**src/rtl/rtc_write_sequencer_if.sv**
```systemverilog
// Signal bundle between a requester and the RTC write sequencer.
// The master modport is the sequencer side, which drives the RTC bus.
interface rtc_write_sequencer_if;
  logic       start;
  logic [7:0] datos0, datos1, datos2, datos3, datos4, datos5,
              datos6, datos7, datos8, datos9, datos10;
  logic       busy, done, bus_oe, cs_n, wr_n, rd_n, AoD;
  logic [7:0] bus_out;

  modport master (
    input  start, datos0, datos1, datos2, datos3, datos4, datos5,
           datos6, datos7, datos8, datos9, datos10,
    output busy, done, bus_out, bus_oe, cs_n, wr_n, rd_n, AoD
  );
  modport slave (
    output start, datos0, datos1, datos2, datos3, datos4, datos5,
           datos6, datos7, datos8, datos9, datos10,
    input  busy, done, bus_out, bus_oe, cs_n, wr_n, rd_n, AoD
  );
endinterface

```
**src/rtl/rtc_write_sequencer.sv**
```systemverilog
// Writes the 11 RTC time/chrono registers as address/data pairs on the
// multiplexed bus with programmable setup, strobe and hold lengths.
module rtc_write_sequencer #(
  parameter int T_SU = 2,
  parameter int T_WR = 4,
  parameter int T_HD = 2
) (
  input  logic clk,
  input  logic reset,
  rtc_write_sequencer_if.master bus
);
  typedef enum logic [2:0] {IDLE, A_SU, A_WR, A_HD, D_SU, D_WR, D_HD, DONE} state_t;

  state_t           state, state_nx;
  logic [3:0]       cnt, cnt_nx;
  logic [3:0]       idx, idx_nx;
  logic [10:0][7:0] snap;
  logic             busy_nx, done_nx, oe_nx, cs_n_nx, wr_n_nx, aod_nx;
  logic [7:0]       bus_out_nx;

  // Counter holds remaining cycles minus one, so a state exits when it hits 0.
  function automatic logic [3:0] dur(state_t s);
    case (s)
      A_SU, D_SU: dur = 4'(T_SU - 1);
      A_WR, D_WR: dur = 4'(T_WR - 1);
      A_HD, D_HD: dur = 4'(T_HD - 1);
      default:    dur = 4'd0;
    endcase
  endfunction

  function automatic logic [7:0] addr_of(logic [3:0] i);
    addr_of = (i < 4'd8) ? 8'h21 + {4'd0, i} : 8'h41 + {4'd0, i - 4'd8};
  endfunction

  always_comb begin
    state_nx = state;
    cnt_nx   = cnt;
    idx_nx   = idx;
    case (state)
      IDLE: if (bus.start) begin
        state_nx = A_SU;
        idx_nx   = 4'd0;
        cnt_nx   = dur(A_SU);
      end
      DONE: state_nx = IDLE;
      default: begin
        if (cnt != 4'd0) begin
          cnt_nx = cnt - 4'd1;
        end else begin
          case (state)
            A_SU:    state_nx = A_WR;
            A_WR:    state_nx = A_HD;
            A_HD:    state_nx = D_SU;
            D_SU:    state_nx = D_WR;
            D_WR:    state_nx = D_HD;
            default: begin
              if (idx == 4'd10) state_nx = DONE;
              else begin
                state_nx = A_SU;
                idx_nx   = idx + 4'd1;
              end
            end
          endcase
          cnt_nx = dur(state_nx);
        end
      end
    endcase

    // Outputs are decoded from the next state so they register alongside it.
    busy_nx    = (state_nx != IDLE);
    done_nx    = (state_nx == DONE);
    oe_nx      = (state_nx != IDLE) && (state_nx != DONE);
    cs_n_nx    = !oe_nx;
    wr_n_nx    = !((state_nx == A_WR) || (state_nx == D_WR));
    aod_nx     = !((state_nx == D_SU) || (state_nx == D_WR) || (state_nx == D_HD));
    bus_out_nx = 8'h00;
    if (oe_nx) bus_out_nx = aod_nx ? addr_of(idx_nx) : snap[idx_nx];
  end

  always_ff @(posedge clk) begin
    if (!reset) begin
      state       <= IDLE;
      cnt         <= 4'd0;
      idx         <= 4'd0;
      snap        <= '0;
      bus.busy    <= 1'b0;
      bus.done    <= 1'b0;
      bus.bus_oe  <= 1'b0;
      bus.cs_n    <= 1'b1;
      bus.wr_n    <= 1'b1;
      bus.AoD     <= 1'b1;
      bus.bus_out <= 8'h00;
    end else begin
      state       <= state_nx;
      cnt         <= cnt_nx;
      idx         <= idx_nx;
      if (state == IDLE && bus.start)
        snap <= {bus.datos10, bus.datos9, bus.datos8, bus.datos7, bus.datos6, bus.datos5,
                 bus.datos4, bus.datos3, bus.datos2, bus.datos1, bus.datos0};
      bus.busy    <= busy_nx;
      bus.done    <= done_nx;
      bus.bus_oe  <= oe_nx;
      bus.cs_n    <= cs_n_nx;
      bus.wr_n    <= wr_n_nx;
      bus.AoD     <= aod_nx;
      bus.bus_out <= bus_out_nx;
    end
  end

  assign bus.rd_n = 1'b1;
endmodule

```
**src/flat_wrapper.sv**
```systemverilog
// flat-port wrapper written by rule: the top's interface ports become plain ports
module rtc_write_sequencer_flat 
#(
  parameter int T_SU = 2,
  parameter int T_WR = 4,
  parameter int T_HD = 2
)
  (clk, reset, bus_start, bus_datos0, bus_datos1, bus_datos2, bus_datos3, bus_datos4, bus_datos5, bus_datos6, bus_datos7, bus_datos8, bus_datos9, bus_datos10, bus_busy, bus_done, bus_bus_out, bus_bus_oe, bus_cs_n, bus_wr_n, bus_rd_n, bus_AoD);
  rtc_write_sequencer_if bus_i ();
  input  logic clk;
  input  logic reset;
  input wire logic [$bits(bus_i.start)-1:0] bus_start;
  input wire logic [$bits(bus_i.datos0)-1:0] bus_datos0;
  input wire logic [$bits(bus_i.datos1)-1:0] bus_datos1;
  input wire logic [$bits(bus_i.datos2)-1:0] bus_datos2;
  input wire logic [$bits(bus_i.datos3)-1:0] bus_datos3;
  input wire logic [$bits(bus_i.datos4)-1:0] bus_datos4;
  input wire logic [$bits(bus_i.datos5)-1:0] bus_datos5;
  input wire logic [$bits(bus_i.datos6)-1:0] bus_datos6;
  input wire logic [$bits(bus_i.datos7)-1:0] bus_datos7;
  input wire logic [$bits(bus_i.datos8)-1:0] bus_datos8;
  input wire logic [$bits(bus_i.datos9)-1:0] bus_datos9;
  input wire logic [$bits(bus_i.datos10)-1:0] bus_datos10;
  output wire logic [$bits(bus_i.busy)-1:0] bus_busy;
  output wire logic [$bits(bus_i.done)-1:0] bus_done;
  output wire logic [$bits(bus_i.bus_out)-1:0] bus_bus_out;
  output wire logic [$bits(bus_i.bus_oe)-1:0] bus_bus_oe;
  output wire logic [$bits(bus_i.cs_n)-1:0] bus_cs_n;
  output wire logic [$bits(bus_i.wr_n)-1:0] bus_wr_n;
  output wire logic [$bits(bus_i.rd_n)-1:0] bus_rd_n;
  output wire logic [$bits(bus_i.AoD)-1:0] bus_AoD;
  assign bus_i.start = bus_start;
  assign bus_i.datos0 = bus_datos0;
  assign bus_i.datos1 = bus_datos1;
  assign bus_i.datos2 = bus_datos2;
  assign bus_i.datos3 = bus_datos3;
  assign bus_i.datos4 = bus_datos4;
  assign bus_i.datos5 = bus_datos5;
  assign bus_i.datos6 = bus_datos6;
  assign bus_i.datos7 = bus_datos7;
  assign bus_i.datos8 = bus_datos8;
  assign bus_i.datos9 = bus_datos9;
  assign bus_i.datos10 = bus_datos10;
  assign bus_busy = bus_i.busy;
  assign bus_done = bus_i.done;
  assign bus_bus_out = bus_i.bus_out;
  assign bus_bus_oe = bus_i.bus_oe;
  assign bus_cs_n = bus_i.cs_n;
  assign bus_wr_n = bus_i.wr_n;
  assign bus_rd_n = bus_i.rd_n;
  assign bus_AoD = bus_i.AoD;
  rtc_write_sequencer #(.T_SU(T_SU), .T_WR(T_WR), .T_HD(T_HD)) u_core (.clk(clk), .reset(reset), .bus(bus_i));
endmodule
```
**config.mk**
```make
export PLATFORM = sky130hd
export DESIGN_NAME = rtc_write_sequencer_flat
export DESIGN_NICKNAME = d
export VERILOG_FILES = /design/src/rtl/rtc_write_sequencer_if.sv /design/src/rtl/rtc_write_sequencer.sv /design/src/flat_wrapper.sv
export SDC_FILE = /design/constraint.sdc
export NUM_CORES = 1
export LEC_CHECK = 0
export BUFFER_PORTS_ARGS = -buffer_cell sky130_fd_sc_hd__buf_4
export CORE_ASPECT_RATIO = 0.75
export CORE_UTILIZATION = 45
export CTS_BUF_LIST = sky130_fd_sc_hd__clkbuf_4
export DETAILED_ROUTE_END_ITERATION = 10
export GPL_TIMING_DRIVEN = 0
export PLACE_DENSITY_LB_ADDON = 0.12
export SYNTH_ARGS = -nofsm -noshare
export SYNTH_HDL_FRONTEND = slang
export SYNTH_SLANG_ARGS = --single-unit
```
**constraint.sdc**
```tcl
create_clock -name clk -period 4.01 [get_ports clk]
set_input_delay 0.802 -clock clk [delete_from_list [all_inputs] [get_ports clk]]
set_output_delay 0.802 -clock clk [all_outputs]
set_load 0.005 [all_outputs]
```
==> impl_metrics.yaml, run 1 <==
critical_path:
  worstPathMaxFanout: 10
  regToRegSetupSlack_ps: 930
  startpoint_type: "flip-flop"
  reg2reg_to: "u_core.bus.bus_out[2]"
  worstPathArrival_ps: 3470
  crit_type: "reg -> reg"
  regToRegStartpoint: "u_core.cnt[0]"
  reg2reg_depth: 12
  cp-end-kind: "flip-flop"
  cp-startpoint: "u_core.cnt[0]"
  required_ps: 4400
floorplanning:
  die_h_microns: 95.2
  initial_core_util: 0.469
  die_area_sq_um: 12000
  core_area_sq_um: 11100
  io_pins: 106
  rows: 33
  die_w_microns: 126
outcome:
  status: "finished clean"
placed_design:
  io_buffers: 104
  routabilityCongestion: 0.905
  hpwl_microns: 11600
logic_synthesis:
  synth_top_family_by_area: "simple AND/OR/NAND/NOR gates"
  synth_xor_area_frac: 0.00336
  synth.distinct_cells: 62
  post-synth-top-area-cell: "dfxtp_1"
  synth.top_cell.area_share: 0.434
  synth_seq_cells: 113
  yosysWarningCount: 0
  synthCells: 685
  synthFlopType: "dfxtp_1"
  synthMuxAreaShare: 0.0272
  avgSynthCellArea_sq_um: 7.60
  synth_fa_ha_area_frac: 0.0120
  async_reset_ff_frac: 0
  syn_area_sq_um: 5210
  synth-edff-count: 0
  synth_area_leaders: "dfxtp_1 43%, nand2_1 16%, a21oi_1 10%, o22ai_1 3.1%, clkbuf_1 2.8%"
  synthesis.nets: 781
  synth-compound-area-share: 0.231
  ys_seq_area_frac: 0.434
  synth_simple_gate_area_frac: 0.235
clock_network:
  clockBufferDepth: 2
  cts-buffers-inserted: 17
  ctsHoldBuffers: 0
  clk-insertion-delay-late_ps: 530
  clock-sinks: 113
  cts.clk_slew.worst_paths_ps: 100
  post_cts_buffers: 0
  cts_tree: "yes"
  htree_levels: 4
  root_buffer: "clkbuf_4"
  cts_resized: 0
worst_hold_path:
  hold_depth: 2
  hold_path_end: "u_core.snap[87]"
  hold_class: "reg -> reg"
  worstHoldStart: "u_core.snap[87]"
power_and_ir_drop:
  peakVddDrop_uv: 224
  seqPwrFrac: 0.443
  p_clk_frac: 0.245
  power_frac_comb: 0.313
  switching_share: 0.369
  p_leak_nw: 2.50
  p_total_mw: 3.23
  powerDensity_nw_per_um2: 503
  p_switching_mw: 1.19
  p_int_mw: 2.04
timing:
  period_share: 0.769
  hold_viol_final: 0
  grt_setup_unrepaired: "no"
  skew_ps: 13.6
  finalMaxSlewViolations: 0
  timing.fmax_ghz: 0.324
  setup_violations: 0
  finalSetupTns_ps: 0
  max_slew_margin: 0.306
  worst_pin_slew_ps: 1040
  finalCriticalPeriod_ps: 3080
detailed_routing:
  drt_iter0_markers: 446
  drc: 0
  ant_nets: 0
  first_pass_iters: 5
  via_count: 5423
  routed_via_density: 5.65
  routed_wirelength_microns: 15500
  wl_per_cell_microns: 16.1
finish:
  diodes: 0
  nNetsFinal: 904
  layout_commonest_cell: "nand2_1"
  drive_above_1_share: 0.196
  fill_cells: 1013
  layout_common_cells: "218 x nand2_1, 113 x dfxtp_1, 109 x a21oi_1, 108 x buf_4, 39 x clkbuf_1"
  area_delta_synth_final_pct: 23.3
grt:
  grt_pass1_vias: 4925
  grt_max_degree: 17
  grt_usage: 0.269
  antenna_found_initial: 0
  grt_pass1_wl_microns: 24700
  overflow: 0
flow_run:
  cap_viol_max_count: 0
-- through the flow --
step | instance area, sq um | hold slack [ps] | std cells | util | setup slack, ps
6_report | 6420 | 462 | 960 | 0.578 | 926
5_1_grt | 6420 | 479 | 960 | 0.578 | 722
4_1_cts | 6420 | 463 | 960 | 0.578 | 1010
3_5_place_dp | 6160 | 448 | 929 | 0.555 | 932
3_3_place_gp | 6160 | 442 | 929 | 0.555 | 934
2_1_floorplan | 5210 | 433 | 685 | - | 1370
-- routing by layer --
metal | GRT usage | part of all wire | vias up
li1 | - | - | 2624
met1 | 0.367 | 0.48 | 2504
met2 | 0.410 | 0.42 | 257
met3 | 0.0645 | 0.078 | 38
met4 | 0.104 | 0.025 | 0
met5 | 0 | 0 | -
-- state kept, by name, summed over array words and instances (netlist names) --
name                cells
u_core.bus.AoD          1
u_core.bus.bus_oe       1
u_core.bus.bus_out      8
u_core.bus.busy         1
u_core.bus.cs_n         1
u_core.bus.done         1
u_core.bus.wr_n         1
u_core.cnt              4
u_core.idx              4
u_core.snap            88
u_core.state            3
-- cell type report --
class	instances	area [sq um]	share of cell area
Buffer	56	256	0.0400
Clock buffer	18	135	0.0210
Clock inverter	13	121	0.0189
Inverter	9	36.3	0.00565
Multi-Input combinational cell	507	2650	0.413
Sequential cell	113	2260	0.352
Tap cell	140	175	0.0273
Timing Repair Buffer	104	781	0.122
-- synth_stat cells, types with 2 or more instances --
cell type	n
o211ai_1	5
ha_1	5
a21o_1	3
xnor2_1	2
and3_1	4
buf_1	3
clkbuf_1	39
nand3_1	21
dfxtp_1	113
o22ai_1	26
a211o_1	2
buf_6	3
a31oi_1	4
nor4_1	5
a21oi_1	109
o21ai_0	15
a32oi_1	3
nand2_1	218
o31ai_1	2
a211oi_1	9
o32ai_1	2
inv_1	6
nand4_1	4
and2_1	4
mux2i_1	13
nand2b_1	2
buf_4	4
nor3_1	8
a31o_1	2
nor2_1	10
buf_2	7
inv_2	2
-- critical path, cell delays in order, from the launching register on --
cell	delay (ps)
dfxtp_1	360
inv_1	100
ha_1	210
nor4b_4	460
nand3_1	230
o31a_1	350
buf_6	150
inv_4	170
buf_2	290
ha_1	220
nor3_1	60
o32ai_1	230
o211ai_1	120
-- logic make-up after synthesis --
logic type | count (synthesis)
adders and majority gates | 5
muxes | 14
AOI/OAI and AO/OA | 199
other | 1
and+or+nand+nor | 286
DFF | 113
xor gates and xnor gates | 2
buffers and inverters | 65
-- how the worst max path moves through the flow --
stage,slack (ps),to,cells past startpoint
after floorplan,1370,u_core.bus.bus_out[2],9
after global placement,930,u_core.bus.bus_out[0],9
after detailed placement,930,u_core.bus.bus_out[0],9
after CTS,1010,u_core.bus.bus_out[2],12
after global routing,720,u_core.bus.bus_out[4],9
final,930,u_core.bus.bus_out[2],12
-- power by group through the flow --
stage          combinational [mW]  clock (mW)  sequential, mW
2_1_floorplan               0.688           0            1.41
3_3_place_gp                0.969           0            1.44
3_5_place_dp                0.995           0            1.45
4_1_cts                     0.999       0.801            1.42
5_1_grt                      1.12       0.859            1.45
6_report                     1.01       0.791            1.43
No activity file was read; power rests on OpenSTA's default activity.
==> inputs of run 2 (changes only) <==
==> constraint.sdc (replaced) <==
create_clock -name clk -period 3.1 [get_ports clk]
set_input_delay 0.62 -clock clk [delete_from_list [all_inputs] [get_ports clk]]
set_output_delay 0.62 -clock clk [all_outputs]
set_load 0.005 [all_outputs]
==> run 2 against run 1 <==
Net effect:
- final area grew 0.57%
- critical path depth shrank 1
- first-iteration DRC count shrank 5.4%
- cell count grew 0.10%
- register-to-register slack lost 820 ps
- via count shrank 0.96%
- global-route usage is the same
- clock power grew 29%
- routed wire length grew 0.31%
- utilization grew 0.33 points
- critical endpoint is now u_core.bus.bus_out[0]
- highest routed layer unchanged
==> impl_metrics.yaml, run 2 (synthesis results as in run 1) <==
outcome:
  status: "finished clean"
power_and_ir_drop:
  powerDensity_nw_per_um2: 653
  p_total_mw: 4.22
  p_leak_nw: 2.51
  p_clk_frac: 0.242
  seqPwrFrac: 0.439
  switching_share: 0.370
  peakVddDrop_uv: 290
  p_int_mw: 2.66
  p_switching_mw: 1.56
  power_frac_comb: 0.319
clock_network:
  clock-sinks: 113
  clockBufferDepth: 2
  cts-buffers-inserted: 17
  clk-insertion-delay-late_ps: 520
  cts_tree: "yes"
  cts.clk_slew.worst_paths_ps: 110
  htree_levels: 4
  root_buffer: "clkbuf_4"
finish:
  fill_cells: 1013
  final_util: 0.581
  area_delta_synth_final_pct: 24.0
  drive_above_1_share: 0.203
  largest_reg_flops: 88
  nNetsFinal: 905
  fin_area_sq_um: 6460
  diodes: 0
  fin_cells: 961
  layout_common_cells: "218 x nand2_1, 113 x dfxtp_1, 109 x a21oi_1, 109 x buf_4, 39 x clkbuf_1"
  layout_commonest_cell: "nand2_1"
  largest-register: "u_core.snap"
  top_regs: "u_core.snap (88), u_core.bus.bus_out (8)"
detailed_routing:
  wl_per_cell_microns: 16.1
  drc: 0
  dr.max_layer_used: "met4"
  via_count: 5371
  wl_met1_microns: 7410
  met3_length_microns: 1200
  dr_wl_met2_microns: 6510
  first_pass_iters: 5
  ant_nets: 0
  routed_wirelength_microns: 15500
  drt_iter0_markers: 422
  routed_via_density: 5.59
critical_path:
  cp-end-kind: "flip-flop"
  crit_path_cell_trace: "inv_1, ha_2, or3b_2, clkbuf_1, a211oi_2, xnor2_1, a31oi_2, buf_2, nor3_1, a32oi_1, o211ai_1"
  worstPathArrival_ps: 3400
  required_ps: 3500
  max_stage_delay_ps: 440
  cpMaxStageDelayCell: "or3b_2"
  crit_type: "reg -> reg"
  startpoint_type: "flip-flop"
  worstPathMaxFanout: 10
placed_design:
  placed_area_sq_um: 6160
  hpwl_microns: 11600
  dp_cells: 929
  io_buffers: 104
  routabilityCongestion: 0.905
floorplanning:
  core_area_sq_um: 11100
  die_h_microns: 95.2
  initial_core_util: 0.469
  io_pins: 106
  die_area_sq_um: 12000
  rows: 33
  die_w_microns: 126
timing:
  max_slew_margin: 0.496
  worst_pin_slew_ps: 756
  finalCriticalPeriod_ps: 3000
  skew_ps: 14.4
  hold_viol_final: 0
  setup_violations: 0
  finalMaxSlewViolations: 0
  finalSetupTns_ps: 0
  period_share: 0.967
  timing.fmax_ghz: 0.334
grt:
  grt_pass1_vias: 4925
  overflow: 0
  grt_max_degree: 17
  grt_pass1_wl_microns: 24700
  grt_usage: 0.269
  antenna_found_initial: 0
worst_hold_path:
  hold_class: "in -> reg"
flow_run:
  cap_viol_max_count: 0
[run 2: final timing paths]
| kind | start | end | slack, ps | cells after the start |
|---|---|---|---|---|
| worst max register to register | u_core.cnt[0] | u_core.bus.bus_out[0] | 100 | 11 |
| worst max-delay path | u_core.cnt[0] | u_core.bus.bus_out[0] | 100 | 11 |
| worst min-delay path | bus_datos7[0] | u_core.snap[56] | 320 | 3 |
| worst min register to register | u_core.snap[28] | u_core.snap[28] | 460 | 2 |
[run 2: metrics by stage]
stage | setup slack [ps] | hold slack, ps
6_report | 103 | 324
5_1_grt | -16.8 | 295
4_1_cts | 95.4 | 303
3_5_place_dp | 124 | 448
3_3_place_gp | 154 | 442
2_1_floorplan | 518 | 433
[run 2: layout make-up]
cell class              count  area [sq um]  share of cell area
plain buffers              56           259              0.0401
clock buffers              18           135              0.0209
clock inverters            13           121              0.0188
inverters                   9          36.3             0.00562
multi-input cells         507          2680               0.415
flip-flops and latches    113          2260               0.350
well taps                 140           175              0.0271
repair buffers            105           788               0.122
[run 2: timing repair]
action | 4_1_cts | 5_1_grt
gates resized for setup | 0 | 6
setup buffers | 0 | 1
endpoints found under the setup margin | 0 | 6
hold buffers | 0 | 0
[run 2: power groups by stage]
stage,registers (mW),clock network (mW),logic (mW)
CTS,1.84,1.04,1.29
global route,1.87,1.11,1.49
floorplan,1.82,0,0.889
global placement,1.86,0,1.25
detailed placement,1.87,0,1.29
finish,1.85,1.02,1.34
[run 2: layer usage]
metal / GRT usage / up-vias
met5: 0 / -
met4: 0.104 / 0
met3: 0.0645 / 41
met2: 0.410 / 223
met1: 0.367 / 2479
li1: - / 2628
[run 2: worst max-delay path, delay by kind of cell (launching register included)]
family	cells	cell delay, ps
XOR/XNOR	1	120
flip-flops	1	360
adder cells (fa/ha/maj)	1	220
AO/OA/AOI/OAI	4	1000
AND/OR/NAND/NOR	2	530
buffers and inverters	3	640
==> inputs of run 3 (changes only) <==
--- a/config.mk
+++ b/config.mk
@@ -5,13 +5,12 @@
 export SDC_FILE = /design/constraint.sdc
 export NUM_CORES = 1
 export LEC_CHECK = 0
-export BUFFER_PORTS_ARGS = -buffer_cell sky130_fd_sc_hd__buf_4
 export CORE_ASPECT_RATIO = 0.75
 export CORE_UTILIZATION = 45
 export CTS_BUF_LIST = sky130_fd_sc_hd__clkbuf_4
 export DETAILED_ROUTE_END_ITERATION = 10
-export GPL_TIMING_DRIVEN = 0
-export PLACE_DENSITY_LB_ADDON = 0.12
+export DONT_BUFFER_PORTS = 1
+export GPL_TIMING_DRIVEN = 1
 export SYNTH_ARGS = -nofsm -noshare
 export SYNTH_HDL_FRONTEND = slang
 export SYNTH_SLANG_ARGS = --single-unit
==> run 3 against run 2 <==
Net effect:
- cell count down 15%
- clock skew up 4.0 ps
- critical path depth decreased by 1
- fmax up 3.6%
- count of clock-buffer cells in the layout is the same
- utilization decreased by 7.6 points
- clock power grew 25%
- global-route usage fell by 2.7 points
- worst setup slack gained 100 ps
- total power up 1.1%
- critical path type unchanged
- highest routed layer unchanged
==> impl_metrics.yaml, run 3 (synthesis results as in run 1) <==
outcome:
  status: "finished clean"
grt:
  grt_pass1_vias: 4279
  antenna_found_initial: 0
  grt_usage: 0.242
  grt_pass1_wl_microns: 22300
  grt_max_degree: 50
  overflow: 0
finish:
  layout_commonest_cell: "nand2_1"
  drive_above_1_share: 0.0928
  top_regs: "u_core.snap (88), u_core.bus.bus_out (8)"
  largest_reg_flops: 88
  area_delta_synth_final_pct: 7.81
  largest-register: "u_core.snap"
  final_util: 0.505
  diodes: 0
  nNetsFinal: 763
  layout_common_cells: "218 x nand2_1, 113 x dfxtp_1, 109 x a21oi_1, 26 x o22ai_1, 21 x nand3_1"
clock_network:
  cts-buffers-inserted: 17
  clk-insertion-delay-late_ps: 510
  cts.clk_slew.worst_paths_ps: 110
  htree_levels: 4
  root_buffer: "clkbuf_4"
  cts_tree: "yes"
  clockBufferDepth: 2
  ctsHoldBuffers: 0
  clock-sinks: 113
power_and_ir_drop:
  peakVddDrop_uv: 375
  powerDensity_nw_per_um2: 759
  p_leak_nw: 2.01
critical_path:
  startpoint_type: "flip-flop"
  regToRegStartpoint: "u_core.cnt[0]"
  worstPathMaxFanout: 26
  cp-end-kind: "flip-flop"
  worstPathArrival_ps: 3330
  required_ps: 3540
  cp-startpoint: "u_core.cnt[0]"
  crit_type: "reg -> reg"
timing:
  skew_ps: 18.4
  worst_pin_slew_ps: 838
  setup_violations: 0
  period_share: 0.933
  hold_viol_final: 0
  timing.fmax_ghz: 0.346
  finalCriticalPeriod_ps: 2890
  finalSetupTns_ps: 0
  max_slew_margin: 0.441
  finalMaxSlewViolations: 0
  grt_setup_unrepaired: "no"
detailed_routing:
  drt_iter0_markers: 356
  routed_via_density: 5.77
  ant_nets: 0
  first_pass_iters: 5
  dr.max_layer_used: "met4"
  wl_met1_microns: 7090
  via_count: 4724
  met3_length_microns: 933
  dr_wl_met2_microns: 6040
  wl_per_cell_microns: 17.3
  routed_wirelength_microns: 14200
  drc: 0
placed_design:
  routabilityCongestion: 0.821
  io_buffers: 0
  hpwl_microns: 10100
floorplanning:
  die_h_microns: 95.2
  rows: 33
  io_pins: 106
  core_area_sq_um: 11100
  die_area_sq_um: 12000
  die_w_microns: 126
  initial_core_util: 0.469
flow_run:
  cap_viol_max_count: 0
worst_hold_path:
  hold_class: "in -> reg"
  worstHoldStart: "reset"
-- run 3: cell count changes in the layout (fill, tap and decap cells not counted), sizes merged --
| cell | previous run | this run |
|---|---|---|
| buf | 121 | 19 |
| bufinv | 2 | 5 |
| clkbuf | 58 | 18 |
| clkinv | 10 | 7 |
-- run 3: repair_timing --
| action | 4_1_cts | 5_1_grt |
|---|---|---|
| resized for setup | 0 | 1 |
| buffers inserted | 0 | 0 |
| endpoints found under the setup margin | 0 | 2 |
-- run 3: worst paths after layout --
check	end	slack [ps]	depth (start not counted)
worst max-delay path	u_core.bus.bus_out[1]	210	10
worst min-delay path	u_core.bus.wr_n	180	1
worst max register to register	u_core.bus.bus_out[1]	210	10
worst min register to register	u_core.snap[28]	460	2
-- run 3: area by class of cell --
type                       instances  area, sq um
clock buffer                      18          135
tap                              140          175
fill                            1127         5490
inverter                           9         36.3
timing repair buffer              19          159
sequential                       113         2260
multi-input combinational        507         2650
clock inverter                    13          193
-- run 3: worst max-delay path, cell delays in order (launching register included) --
cell and delay, ps:
dfxtp_1 370, inv_1 100, ha_1 190, or4b_1 610, o311ai_2 310, o31a_1 260, buf_6 250, nor2_1 100
a22o_1 200, a211o_1 280, a31oi_1 160
-- run 3: stage by stage --
| step | area [sq um] | hold WS (ps) | worst slack (ps) | cells | power (mW) |
|---|---|---|---|---|---|
| 2_1_floorplan | 5210 | 433 | 518 | 685 | 2.71 |
| 3_3_place_gp | 5280 | 445 | 298 | 788 | 2.99 |
| 3_5_place_dp | 5280 | 447 | 189 | 788 | 3.01 |
| 4_1_cts | 5610 | 157 | 148 | 819 | 4.28 |
| 5_1_grt | 5610 | 160 | 31.4 | 819 | 4.50 |
| 6_report | 5610 | 181 | 206 | 819 | 4.26 |
-- run 3: metal layers --
layer  track usage  up-vias
met3        0.0668       15
met2         0.352      137
li1              -     2344
met4        0.0663        0
met1         0.348     2228
met5             0        -
-- run 3: report_power, final --
part           leakage [nW]  switching, mW  internal [mW]
sequential            0.926          0.185           1.68
clock                 0.174          0.551          0.715
combinational         0.907          0.737          0.393
total                  2.01           1.47           2.79
